**src/rtl/audio_pkg.sv**
```systemverilog
`default_nettype none
// +------------------------------------------------------------------+
// | audio_pkg                                                        |
// | Shared types, constants and arithmetic helpers for the audio     |
// | mixer and delta-sigma modulator.                                 |
// | Revision: 1.0                                                    |
// +------------------------------------------------------------------+
package audio_pkg;

    typedef enum logic [1:0] {
        IDLE = 2'd0,
        MIX  = 2'd1,
        LOAD = 2'd2
    } mix_state_t;

    localparam logic ORDER1 = 1'b0;
    localparam logic ORDER2 = 1'b1;

    // Wide enough that CHANNELS full-scale samples never wrap.
    function automatic int sum_width(input int width, input int channels);
        return width + $clog2(channels) + 1;
    endfunction

    function automatic logic signed [63:0] saturate(input logic signed [63:0] value,
                                                    input int bits);
        logic signed [63:0] hi;
        logic signed [63:0] lo;
        hi = (64'sd1 <<< (bits - 1)) - 64'sd1;
        lo = -(64'sd1 <<< (bits - 1));
        if (value > hi) return hi;
        if (value < lo) return lo;
        return value;
    endfunction

endpackage
`default_nettype wire

```
**src/rtl/audio_dsm_core.sv**
```systemverilog
`default_nettype none
// +------------------------------------------------------------------+
// | audio_dsm_core                                                   |
// | First/second-order delta-sigma modulator producing a 1-bit pwm.  |
// | Revision: 1.0                                                    |
// +------------------------------------------------------------------+
module audio_dsm_core
    import audio_pkg::*;
#(
    parameter int WIDTH = 12
) (
    input  logic                    clk,
    input  logic                    reset,
    input  logic signed [WIDTH-1:0] mix,
    input  logic                    order,
    output logic                    pwm
);

    localparam int c_i1_w = WIDTH + 2;
    localparam int c_i2_w = WIDTH + 4;

    logic                      r_order;
    logic [WIDTH-1:0]          r_acc;
    logic signed [c_i1_w-1:0]  r_i1;
    logic signed [c_i2_w-1:0]  r_i2;
    logic                      r_pwm;

    logic [WIDTH-1:0]          w_x;
    logic [WIDTH:0]            w_acc_sum;
    logic signed [63:0]        w_mix64;
    logic signed [63:0]        w_fb64;
    logic signed [63:0]        w_i1_64;
    logic signed [63:0]        w_i1n_64;
    logic signed [63:0]        w_i2_64;
    logic signed [c_i1_w-1:0]  w_i1_next;
    logic signed [c_i2_w-1:0]  w_i2_next;

    // Offset-binary view of the mix: carry rate equals x / 2^WIDTH.
    assign w_x       = {~mix[WIDTH-1], mix[WIDTH-2:0]};
    assign w_acc_sum = {1'b0, r_acc} + {1'b0, w_x};

    assign w_mix64   = {{(64-WIDTH){mix[WIDTH-1]}}, mix};
    assign w_fb64    = r_pwm ? (64'sd1 <<< (WIDTH - 1)) : -(64'sd1 <<< (WIDTH - 1));
    assign w_i1_64   = {{(64-c_i1_w){r_i1[c_i1_w-1]}}, r_i1};
    assign w_i2_64   = {{(64-c_i2_w){r_i2[c_i2_w-1]}}, r_i2};
    assign w_i1_next = c_i1_w'(saturate(w_i1_64 + w_mix64 - w_fb64, c_i1_w));
    assign w_i1n_64  = {{(64-c_i1_w){w_i1_next[c_i1_w-1]}}, w_i1_next};
    assign w_i2_next = c_i2_w'(saturate(w_i2_64 + w_i1n_64 - w_fb64, c_i2_w));

    always_ff @(posedge clk) begin
        if (reset) begin
            r_order <= ORDER1;
            r_acc   <= '0;
            r_i1    <= '0;
            r_i2    <= '0;
            r_pwm   <= 1'b0;
        end else begin
            r_order <= order;
            if (order != r_order) begin
                r_acc <= '0;
                r_i1  <= '0;
                r_i2  <= '0;
                r_pwm <= 1'b0;
            end else if (order == ORDER2) begin
                r_i1  <= w_i1_next;
                r_i2  <= w_i2_next;
                r_pwm <= ~w_i2_next[c_i2_w-1];
            end else begin
                r_acc <= w_acc_sum[WIDTH-1:0];
                r_pwm <= w_acc_sum[WIDTH];
            end
        end
    end

    assign pwm = r_pwm;

endmodule
`default_nettype wire

```
**src/rtl/audio_mix_dsm.sv**
```systemverilog
`default_nettype none
// +------------------------------------------------------------------+
// | audio_mix_dsm                                                    |
// | Per-channel gain/mute, serial saturating mixer, delta-sigma out. |
// | Revision: 1.0                                                    |
// +------------------------------------------------------------------+
module audio_mix_dsm
    import audio_pkg::*;
#(
    parameter int WIDTH     = 12,
    parameter int CHANNELS  = 4,
    parameter int GAIN_BITS = 2
) (
    input  logic                          clk,
    input  logic                          reset,
    input  logic [CHANNELS*WIDTH-1:0]     sample,
    input  logic                          sample_valid,
    output logic                          sample_ready,
    input  logic [CHANNELS*GAIN_BITS-1:0] gain,
    input  logic [CHANNELS-1:0]           mute,
    input  logic                          order,
    output logic                          clip,
    output logic                          pwm
);

    localparam int c_sum_w = sum_width(WIDTH, CHANNELS);
    localparam int c_idx_w = (CHANNELS > 1) ? $clog2(CHANNELS) : 1;
    localparam logic [c_idx_w-1:0] c_last_idx = c_idx_w'(CHANNELS - 1);

    mix_state_t                   r_state;
    mix_state_t                   w_state_next;
    logic [CHANNELS*WIDTH-1:0]    r_frame;
    logic [CHANNELS*GAIN_BITS-1:0] r_gain;
    logic [CHANNELS-1:0]          r_mute;
    logic [c_idx_w-1:0]           r_idx;
    logic signed [c_sum_w-1:0]    r_sum;
    logic signed [WIDTH-1:0]      r_mix;

    logic [WIDTH-1:0]             w_chan;
    logic [GAIN_BITS-1:0]         w_shift;
    logic signed [WIDTH-1:0]      w_shifted;
    logic signed [c_sum_w-1:0]    w_term;
    logic signed [63:0]           w_sum64;

    assign w_chan    = r_frame[32'(r_idx) * WIDTH +: WIDTH];
    assign w_shift   = r_gain[32'(r_idx) * GAIN_BITS +: GAIN_BITS];
    assign w_shifted = $signed(w_chan) >>> w_shift;
    assign w_term    = r_mute[r_idx] ? '0
                     : {{(c_sum_w-WIDTH){w_shifted[WIDTH-1]}}, w_shifted};
    assign w_sum64   = {{(64-c_sum_w){r_sum[c_sum_w-1]}}, r_sum};

    always_comb begin
        w_state_next = r_state;
        case (r_state)
            IDLE:    if (sample_valid) w_state_next = MIX;
            MIX:     if (r_idx == c_last_idx) w_state_next = LOAD;
            LOAD:    w_state_next = IDLE;
            default: w_state_next = IDLE;
        endcase
    end

    always_ff @(posedge clk) begin
        if (reset) begin
            r_state <= IDLE;
            r_frame <= '0;
            r_gain  <= '0;
            r_mute  <= '0;
            r_idx   <= '0;
            r_sum   <= '0;
            r_mix   <= '0;
        end else begin
            r_state <= w_state_next;
            case (r_state)
                IDLE: begin
                    if (sample_valid) begin
                        r_frame <= sample;
                        r_gain  <= gain;
                        r_mute  <= mute;
                        r_sum   <= '0;
                        r_idx   <= '0;
                    end
                end
                MIX: begin
                    r_sum <= r_sum + w_term;
                    r_idx <= r_idx + c_idx_w'(1);
                end
                LOAD:    r_mix <= WIDTH'(saturate(w_sum64, WIDTH));
                default: ;
            endcase
        end
    end

    assign sample_ready = (r_state == IDLE);
    // The final sum is stable throughout LOAD, so clip can be decoded directly.
    assign clip = (r_state == LOAD) && (saturate(w_sum64, WIDTH) != w_sum64);

    audio_dsm_core #(
        .WIDTH (WIDTH)
    ) u_core (
        .clk   (clk),
        .reset (reset),
        .mix   (r_mix),
        .order (order),
        .pwm   (pwm)
    );

endmodule
`default_nettype wire

```
**config.mk**
```make
export PLATFORM = sky130hd
export DESIGN_NAME = audio_mix_dsm
export DESIGN_NICKNAME = d
export VERILOG_FILES = /design/src/rtl/audio_pkg.sv /design/src/rtl/audio_dsm_core.sv /design/src/rtl/audio_mix_dsm.sv
export SDC_FILE = /design/constraint.sdc
export NUM_CORES = 1
export LEC_CHECK = 0
export CAP_MARGIN = 20
export CORE_UTILIZATION = 36
export DETAILED_ROUTE_END_ITERATION = 8
export PLACE_DENSITY = 0.58
export SYNTH_ARGS = -nofsm -noshare
export SYNTH_HDL_FRONTEND = slang
export SYNTH_HIERARCHICAL = 1
export SYNTH_SLANG_ARGS = --single-unit
```
**constraint.sdc**
```tcl
create_clock -name clk -period 18.5 [get_ports clk]
set_input_delay 5.55 -clock clk [delete_from_list [all_inputs] [get_ports clk]]
set_output_delay 5.55 -clock clk [all_outputs]
set_load 0.1 [all_outputs]
```
# Word-level counts from Yosys, hierarchy flattened
# Cells that the tools add are included.
[word_totals] regBits=135 inputBits=64 output_inout_bits=3 word_cells=86
[classes] addsub=7 multipliers=1 n_lt_le_gt_ge=7 eq_ne=7 shifts=3 mux=40 bitwise=2 reduce_logical=7
[op_table] cell="$mux 64" n=5
[op_table] cell="$gt 64x14->1 const B" n=1
[op_table] cell="$gt 64x16->1 const B" n=1
[op_table] cell="$lt 64x14->1 const B" n=1
[op_table] cell="$lt 64x16->1 const B" n=1
[op_table] cell="$mux 16" n=4
[op_table] cell="$ne 64x15->1" n=1
[op_table] cell="$sub 15x64->64" n=1
[op_table] cell="$sub 17x64->64" n=1
[op_table] cell="$mux 14" n=4
[op_table] cell="$shiftx 48x7->12" n=1
[op_table] cell="$mux 15" n=2
[op_table] cell="$pmux 15 s2" n=1
[op_table] cell="$mux 12" n=2
[op_table] cell="$add 16x14->17" n=1
[op_table] cell="$mux 1" n=16
[op_table] cell="$add 14x12->15" n=1
[op_table] cell="$add 15x15->15" n=1
[op_table] cell="$gt 15x12->1 const B" n=1
[op_table] cell="$lt 15x12->1 const B" n=1
[op_table] cell="$add 12x12->13" n=1
[op_table] cell="$sshr 12x2->12" n=1
[op_table] cell="$pmux 2 s2" n=2
[op_table] cell="$shiftx 8x4->2" n=1
[op_table] cell="other kinds (15)" n=22

# Depth between registers and ports, before layout
# Gate-level depths: netlist of run 1.
[logic_depth] word_depth=16 ltp_mapped=44 depth_no_buf=41

# Hierarchy
# The synthesis of run 1 kept the hierarchy.
[by_module_without_submodules] module="audio_dsm_core" instances=1 cells_each=675 area_per_inst_um2=5715.5 seq_area_each_um2=880.8
[by_module_without_submodules] module="audio_mix_dsm" instances=1 cells_each=554 area_per_inst_um2=4682.0 seq_area_each_um2=1821.7

# Worst setup path after synthesis of run 1
# No wires, ideal clock.
[synth_timing] path_kind="register to register" from="reg u_core.r_pwm, in the netlist u_core/pwm" to="reg u_core.r_i2[14]" setup_time_ps=157 arrival_ps=10579 required_time_ps=18343 slack_ps=7764 path_stages_with_launch=40 path_buffers=3 period_less_slack_ps=10736 path_cell_list="dfxtp_1 fa_1 ha_1 and3_1 nand2_1 o31ai_4 inv_1 fa_1 fa_1 or4bb_1 nor4_1 nand3_1 o31ai_1 and2_1 buf_6 clkbuf_1 a21oi_1 ha_1 (+4 left out) nand2_1 nor2b_1 o21ai_0 a211oi_1 a21oi_2 or2_2 a21oi_1 inv_1 fa_1 nor4b_1 nand4_1 nor2_1 nand4_1 nor4_1 o21ai_4 a21oi_2 buf_6 a2111oi_4"
[synth_via] elab_chain_len=14 word_cells_on_any_way=20 classes_between="3 x add/sub; 4 x order compare; 13 x mux"
[synth_lines] item="start: declaration" line="audio_dsm_core.sv:26" rtl="logic r_pwm;"
[synth_lines] item="start signal: assignment" line="audio_dsm_core.sv:67" rtl="r_pwm <= ~w_i2_next[c_i2_w-1];"
[synth_lines] item="start signal: assignment" line="audio_dsm_core.sv:70" rtl="r_pwm <= w_acc_sum[WIDTH];"
[synth_lines] item="$mux 64 *" line="audio_dsm_core.sv:43" rtl="assign w_fb64 = r_pwm ? (64'sd1 <<< (WIDTH - 1)) : -(64'sd1 <<< (WIDTH - 1));"
[synth_lines] item="$sub 15x64->64" line="audio_dsm_core.sv:46" rtl="assign w_i1_next = c_i1_w'(saturate(w_i1_64 + w_mix64 - w_fb64, c_i1_w));"
[synth_lines] item="$lt 64x14->1" line="audio_pkg.sv:31" rtl="if (value < lo) return lo;"
[synth_lines] item="$mux 1 (2 in a row)" line="audio_pkg.sv:31"
[synth_lines] item="$mux 14" line="audio_pkg.sv:32" rtl="return value;"
[synth_lines] item="$mux 14" line="audio_pkg.sv:31"
[synth_lines] item="$add 16x14->17" line="audio_dsm_core.sv:48" rtl="assign w_i2_next = c_i2_w'(saturate(w_i2_64 + w_i1n_64 - w_fb64, c_i2_w));"
[synth_lines] item="$sub 17x64->64 *" line="audio_dsm_core.sv:48"
[synth_lines] item="$lt 64x16->1" line="audio_pkg.sv:31"
[synth_lines] item="$mux 1 (2 in a row)" line="audio_pkg.sv:31"
[synth_lines] item="$mux 16" line="audio_pkg.sv:32"
[synth_lines] item="$mux 16 *" line="audio_pkg.sv:31"
[synth_lines] item="end signal: assignment" line="audio_dsm_core.sv:66" rtl="r_i2 <= w_i2_next;"
[synth_lines] item="end: declaration" line="audio_dsm_core.sv:25" rtl="logic signed [c_i2_w-1:0] r_i2;"
# Every way passes the cells marked *; elsewhere a longest branch is shown, timed or not. The select of a mux whose other input is x is not followed.
# A chain may end at the register's enable or synchronous reset.

# Worst setup path in the final report of run 1
[layout_timing] from="reg u_core.r_pwm, in the netlist u_core/pwm" to="reg u_core.r_i2[9]"
# The elaborated chain is that of the path after synthesis.

==> results of run 1 <==
==> stage by stage <==
step	hold WS (ns)	cell area [µm²]	std cells
global route	0.4716	11920	1654
CTS	0.4518	11920	1654
finish	0.4507	11920	1654
global placement	0.4390	11320	1621
floorplan	0.4315	10400	1229
detailed placement	0.4432	11340	1622
==> metal layers <==
metal / share of wire / global-route usage / up-vias
li1: - / - / 4379
met1: 0.47 / 0.2345 / 3990
met5: 0 / 0 / -
met2: 0.48 / 0.3098 / 166
met3: 0.033 / 0.02632 / 29
met4: 0.016 / 0.05541 / 0
==> worst min-delay path: stages, from the launching register on <==
cell and delay, ns:
dfxtp_1 0.31, nand2_1 0.05, a21oi_1 0.05
==> registers in the layout, indices dropped and copies added (netlist names) <==
| name | count |
|---|---|
| u_core/pwm | 1 |
| r_gain | 8 |
| r_frame | 48 |
| u_core/r_i2 | 16 |
| r_mix | 12 |
| r_state | 2 |
| u_core/r_i1 | 14 |
| u_core/r_order | 1 |
| r_mute | 4 |
| r_sum | 15 |
| r_idx | 2 |
| u_core/r_acc | 12 |
==> path summary, 6_finish.rpt <==
check	cells past startpoint	to	slack, ns
min	2	r_frame[21]	0.45
max reg2reg	38	u_core/r_i2[9]	7.57
max	38	u_core/r_i2[9]	7.57
min reg2reg	2	r_frame[21]	0.45
==> layout make-up <==
| class | instances | area share |
|---|---|---|
| multi-input cells | 923 | 0.5888 |
| flip-flops and latches | 135 | 0.2268 |
| clock buffers | 17 | 0.03570 |
| inverters | 110 | 0.03465 |
| clock inverters | 15 | 0.01291 |
| repair buffers | 76 | 0.06152 |
| well taps | 378 | 0.03969 |
==> report_power, final <==
group	internal, mW	switching [mW]
logic	0.176	0.252
clock network	0.179	0.152
registers	0.307	0.0119
==> synthesized netlist by cell type, types with 4 or more instances <==
| master | number | share of area |
|---|---|---|
| nand2_1 | 168 | 0.061 |
| a21oi_1 | 148 | 0.071 |
| dfxtp_1 | 135 | 0.26 |
| inv_1 | 110 | 0.040 |
| nor2_1 | 92 | 0.033 |
| ha_1 | 81 | 0.097 |
| clkbuf_1 | 52 | 0.019 |
| fa_1 | 44 | 0.085 |
| a211oi_1 | 31 | 0.022 |
| o21ai_0 | 31 | 0.015 |
| nor3_1 | 24 | 0.012 |
| nand2b_1 | 23 | 0.014 |
| xnor2_1 | 22 | 0.019 |
| a21o_1 | 21 | 0.015 |
| nand3_1 | 21 | 0.010 |
| nor2b_1 | 18 | 0.011 |
| xor2_1 | 15 | 0.013 |
| mux4_1 | 14 | 0.035 |
| nand4_1 | 13 | 0.0078 |
| mux2i_1 | 10 | 0.0096 |
| nor4_1 | 8 | 0.0048 |
| nor4b_1 | 8 | 0.0067 |
| a2111oi_4 | 7 | 0.019 |
| mux4_2 | 7 | 0.015 |
| nand4b_1 | 7 | 0.0059 |
| or3_1 | 7 | 0.0042 |
| a21boi_0 | 6 | 0.0043 |
| a31oi_1 | 6 | 0.0036 |
| buf_6 | 6 | 0.0065 |
| nor4bb_1 | 6 | 0.0058 |
| o21a_1 | 6 | 0.0043 |
| and3_1 | 5 | 0.0030 |
| o22ai_1 | 5 | 0.0030 |
| o21bai_1 | 4 | 0.0029 |
| or2_2 | 4 | 0.0024 |
==> cell families (layout without fill, tap and decap cells) <==
logic type,after synthesis,in the layout,share of synthesized area
and+or+nand+nor,426,426,0.2006
AOI/OAI and AO/OA,301,301,0.1965
buffers and inverters,171,218,0.06619
DFF,135,135,0.2599
adders and majority gates,125,125,0.1822
xor gates and xnor gates,37,37,0.03117
muxes,34,34,0.06342
==> flow_metrics.env, run 1 <==
export IMPL_criticalPathCategory="flop to flop"
export IMPL_hp_class="flop to flop"
export IMPL_dieArea_um2=29570
export IMPL_status="finished, final reports clean"
export IMPL_worst_path_max_fanout=16
export IMPL_crit_buf_inv=5
export IMPL_avgViaCountPerCell=5.178
export IMPL_critPathLaunchType="flop"
export IMPL_power_density_nw_per_um2=90.40
export IMPL_clock_sinks=135
export IMPL_seq_area_um2=2703
export IMPL_grt_max_degree=68
export IMPL_cts_buffers_inserted=17
export IMPL_async_flop_share=0
export IMPL_drt_iter0_markers=527
export IMPL_portBuffers=66
export IMPL_required_ns=18.78
export IMPL_cpPeakStageDelay_ns=0.60
export IMPL_fin_total_pwr_mw=1.077
export IMPL_fin_setup_tns_ns=0
export IMPL_min_from="r_frame[21]"
export IMPL_fin_ws_ns=7.566
export IMPL_nets=1452
export IMPL_cp_top_family="simple AND/OR/NAND/NOR gates"
export IMPL_rsz0062_at_grt="no"
export IMPL_syn_instance_count=1229
export IMPL_clockRootBuffer="clkbuf_16"
export IMPL_place_congestion=0.8795
export IMPL_grt_pass1_vias=8453
export IMPL_finalSetupViolations=0
export IMPL_final_util=0.4243
export IMPL_postCtsSetupBuffers=0
export IMPL_num_io_pins=67
export IMPL_drive_gt1_frac=0.06818
export IMPL_die_h_um=171.9
export IMPL_yosysUniqueCellTypes=76
export IMPL_synth_edf_count=0
export IMPL_final_cell_mix="nand2_1, a21oi_1, dfxtp_1"
export IMPL_ant_nets=0
export IMPL_dp_slack_ns=7.562
export IMPL_layout_min_cycle_time_ns=10.93
export IMPL_final_common_cell="nand2_1"
export IMPL_fill_cells=2920
export IMPL_htree_levels=4
export IMPL_slew_headroom=0.3004
export IMPL_drt_pass1_iter_count=5
export IMPL_antenna_cells=0
export IMPL_core_area_um2=28090
export IMPL_vdd_drop_max_v=0.00005556
export IMPL_fp_dieW_um=171.9
export IMPL_clk_pin_slew_ns=0.07
export IMPL_rr_startpoint="u_core/pwm"
export IMPL_multi_input_area_um2=7017
export IMPL_area_growth_pct=14.62
export IMPL_netlist_area_um2=10400
export IMPL_wl_per_cell_um=15.35
export IMPL_worst_endpoint_arrival_ns=11.22
export IMPL_drc=0
export IMPL_path_common_cell="fa_1"
export IMPL_clkLatencyLatePin_ns=0.43
export IMPL_fin_worst_skew_ns=0.01612
export IMPL_yosysWarnings=6
export IMPL_cp_end_kind="flop"
export IMPL_ctsResizeCount=0
export IMPL_yosys_most_used_dff="dfxtp_1"
export IMPL_period_share=0.5910
export IMPL_wl_um=25390
export IMPL_cts_tree="yes"
export IMPL_cp_startpoint="u_core/pwm"
export IMPL_maxSlewViolCount=0
export IMPL_syn_nets=1418
export IMPL_synth_seq_cells=135
export IMPL_power_leakage_nw=4.756
export IMPL_dr_total_vias=8564
export IMPL_fp_row_count=61
export IMPL_clock_path_buffers=2
export IMPL_max_freq_mhz=91.46
export IMPL_hpwlAfterDp_um=19420
export IMPL_grt_ovfl_total=0
export IMPL_grtUsageTotal=0.1812
export IMPL_hold_buffers=0
export IMPL_initial_core_util=0.3702
export IMPL_grt_pass1_wl_um=42370
export IMPL_ys_seq_area_frac=0.2599
export IMPL_syn_avg_cell_area_um2=8.460
export IMPL_drv_cap=0
export IMPL_worstMarginPinSlew_ns=1.046
export IMPL_crit_slowest_cell="dfxtp_1"
export IMPL_hold_viol_final=0
export IMPL_antenna_found_initial=0
Power figures use the tool's default switching activity.
==> run 2, diff against run 1 <==
- clock period: 18.5 -> 11.4 ns (I/O delays scaled with it)
==> run 2 against run 1 <==
Non-clock buffer count shrank 1. Clock power grew 69%. Register-to-register slack lost 6.5 ns. Clock skew is essentially flat. Sequential power grew 62%. Highest routed layer unchanged.
==> flow_metrics.env, run 2 (synthesized netlist as in run 1, its figures left out) <==
export IMPL_status="finished, final reports clean"
export IMPL_critPathLaunchType="flop"
export IMPL_clkLatencyLatePin_ns=0.43
export IMPL_hold_path_depth=2
export IMPL_worstMarginPinSlew_ns=1.075
export IMPL_drt_iter0_markers=555
export IMPL_criticalPathCategory="flop to flop"
export IMPL_initial_core_util=0.3702
export IMPL_postCtsSetupBuffers=0
export IMPL_slew_headroom=0.2812
export IMPL_core_area_um2=28090
export IMPL_die_h_um=171.9
export IMPL_portBuffers=66
export IMPL_worst_endpoint_arrival_ns=10.58
export IMPL_dr_total_vias=8625
export IMPL_met1_usage=0.2501
export IMPL_required_ns=11.67
export IMPL_maxSlewViolCount=0
export IMPL_area_growth_pct=14.83
export IMPL_drc=0
export IMPL_path_common_cell="fa_1"
export IMPL_place_congestion=0.8469
export IMPL_drv_cap=0
export IMPL_power_density_nw_per_um2=148.6
export IMPL_largest_register="r_frame"
export IMPL_design_area_um2=11940
export IMPL_grt_ovfl_total=0
export IMPL_multi_input_area_um2=7022
export IMPL_fin_worst_skew_ns=0.01642
export IMPL_drt_pass1_iter_count=5
export IMPL_avgViaCountPerCell=5.218
export IMPL_clock_sinks=135
export IMPL_antenna_found_initial=0
export IMPL_grtUsageMet2=0.2858
export IMPL_seq_area_um2=2703
export IMPL_dieArea_um2=29570
export IMPL_ant_nets=0
export IMPL_final_common_cell="nand2_1"
export IMPL_swShare=0.3812
export IMPL_grt_max_degree=89
export IMPL_hp_class="flop to flop"
export IMPL_dp_cells=1621
export IMPL_seqPwrFrac=0.292
export IMPL_final_cell_mix="nand2_1, a21oi_1, dfxtp_1"
export IMPL_power_internal_mw=1.098
export IMPL_layout_min_cycle_time_ns=10.31
export IMPL_num_io_pins=67
export IMPL_largest_registers="r_frame: 48 flops, u_core/r_i2: 16 flops, r_sum: 15 flops"
export IMPL_clockRootBuffer="clkbuf_16"
export IMPL_period_share=0.9045
export IMPL_vdd_drop_max_v=0.00009948
export IMPL_max_freq_mhz=96.98
export IMPL_final_util=0.4251
export IMPL_hpwlAfterDp_um=19010
export IMPL_fin_cells=1653
export IMPL_drive_gt1_frac=0.06902
export IMPL_ff2ff_path_depth=36
export IMPL_cts_tree="yes"
export IMPL_top_usage_layer="met2"
export IMPL_hold_viol_final=0
export IMPL_htree_levels=4
export IMPL_pwr_share_clk=0.314
export IMPL_cts_buffers_inserted=17
export IMPL_worst_path_max_fanout=15
export IMPL_fin_setup_tns_ns=0
export IMPL_largest_reg_flops=48
export IMPL_wl_per_cell_um=15.35
export IMPL_finalSetupViolations=0
export IMPL_fill_cells=2859
export IMPL_fp_row_count=61
export IMPL_nets=1451
export IMPL_grtUsageTotal=0.1781
export IMPL_cp_end_kind="flop"
export IMPL_clk_pin_slew_ns=0.06
export IMPL_antenna_cells=0
export IMPL_cpPeakStageDelay_ns=0.60
export IMPL_wl_um=25370
export IMPL_grtUsageMet3=0.02907
export IMPL_fp_dieW_um=171.9
export IMPL_clock_path_buffers=2
export IMPL_placedInstanceArea_um2=11320
export IMPL_p_switching_uw=676.4
export IMPL_grt_pass1_wl_um=42040
export IMPL_grt_pass1_vias=8335
export IMPL_power_leakage_nw=4.764
export IMPL_crit_slowest_cell="dfxtp_1"
export IMPL_rsz0062_at_grt="no"
export IMPL_share_comb_of_total_power=0.394
## run 2: power by group through the flow
stage	Clock, mW	Combinational (mW)	Sequential, mW
after floorplan	0	0.531	0.523
after global placement	0	0.689	0.528
after detailed placement	0	0.686	0.528
after CTS	0.572	0.696	0.518
after global routing	0.592	0.777	0.521
final	0.558	0.699	0.518
## run 2: area by class of cell
cell class	instances	area share
well taps	378	0.03961
clock buffers	17	0.03563
multi-input cells	923	0.5881
repair buffers	75	0.06015
clock inverters	15	0.01551
flip-flops and latches	135	0.2264
inverters	110	0.03458
## run 2: metal layers
| metal | routed length [µm] | up-vias |
|---|---|---|
| li1 | - | 4378 |
| met2 | 11550 | 164 |
| met4 | 156 | 0 |
| met5 | 0 | - |
| met3 | 742 | 12 |
| met1 | 12920 | 4071 |
## run 2: metrics by stage
step,setup WS (ns),power (mW),hold WS [ns]
CTS,0.7818,1.786,0.4542
global placement,1.031,1.217,0.4389
floorplan,0.6640,1.054,0.4315
global route,0.1759,1.891,0.4694
finish,1.089,1.774,0.4517
detailed placement,0.8074,1.215,0.4438
## run 2: final timing paths
| check | start | end | slack (ns) |
|---|---|---|---|
| worst max-delay path | u_core/pwm | u_core/r_i2[3] | 1.09 |
| worst min-delay path | r_frame[3] | r_frame[3] | 0.45 |
| worst max register to register | u_core/pwm | u_core/r_i2[3] | 1.09 |
| worst min register to register | r_frame[3] | r_frame[3] | 0.45 |
## run 2: worst max-delay path, delay by kind of cell (launching register included)
| family | cells | cell delay, ns |
|---|---|---|
| compound gates | 11 | 2.65 |
| fa+ha+maj | 7 | 2.93 |
| simple gates | 15 | 3.66 |
| buf+inv | 3 | 0.31 |
| flops | 1 | 0.60 |
## run 2: what timing repair did
item                       in CTS  in global routing
gates resized for setup         0                  2
hold buffers                    0                  0
setup endpoints to repair       0                 15
==> run 3, diff against run 2 <==
- CTS_CLUSTER_DIAMETER: unset -> 100
==> results of run 3 <==
No change in the layout: final DEF, timing and power equal those of run 2.
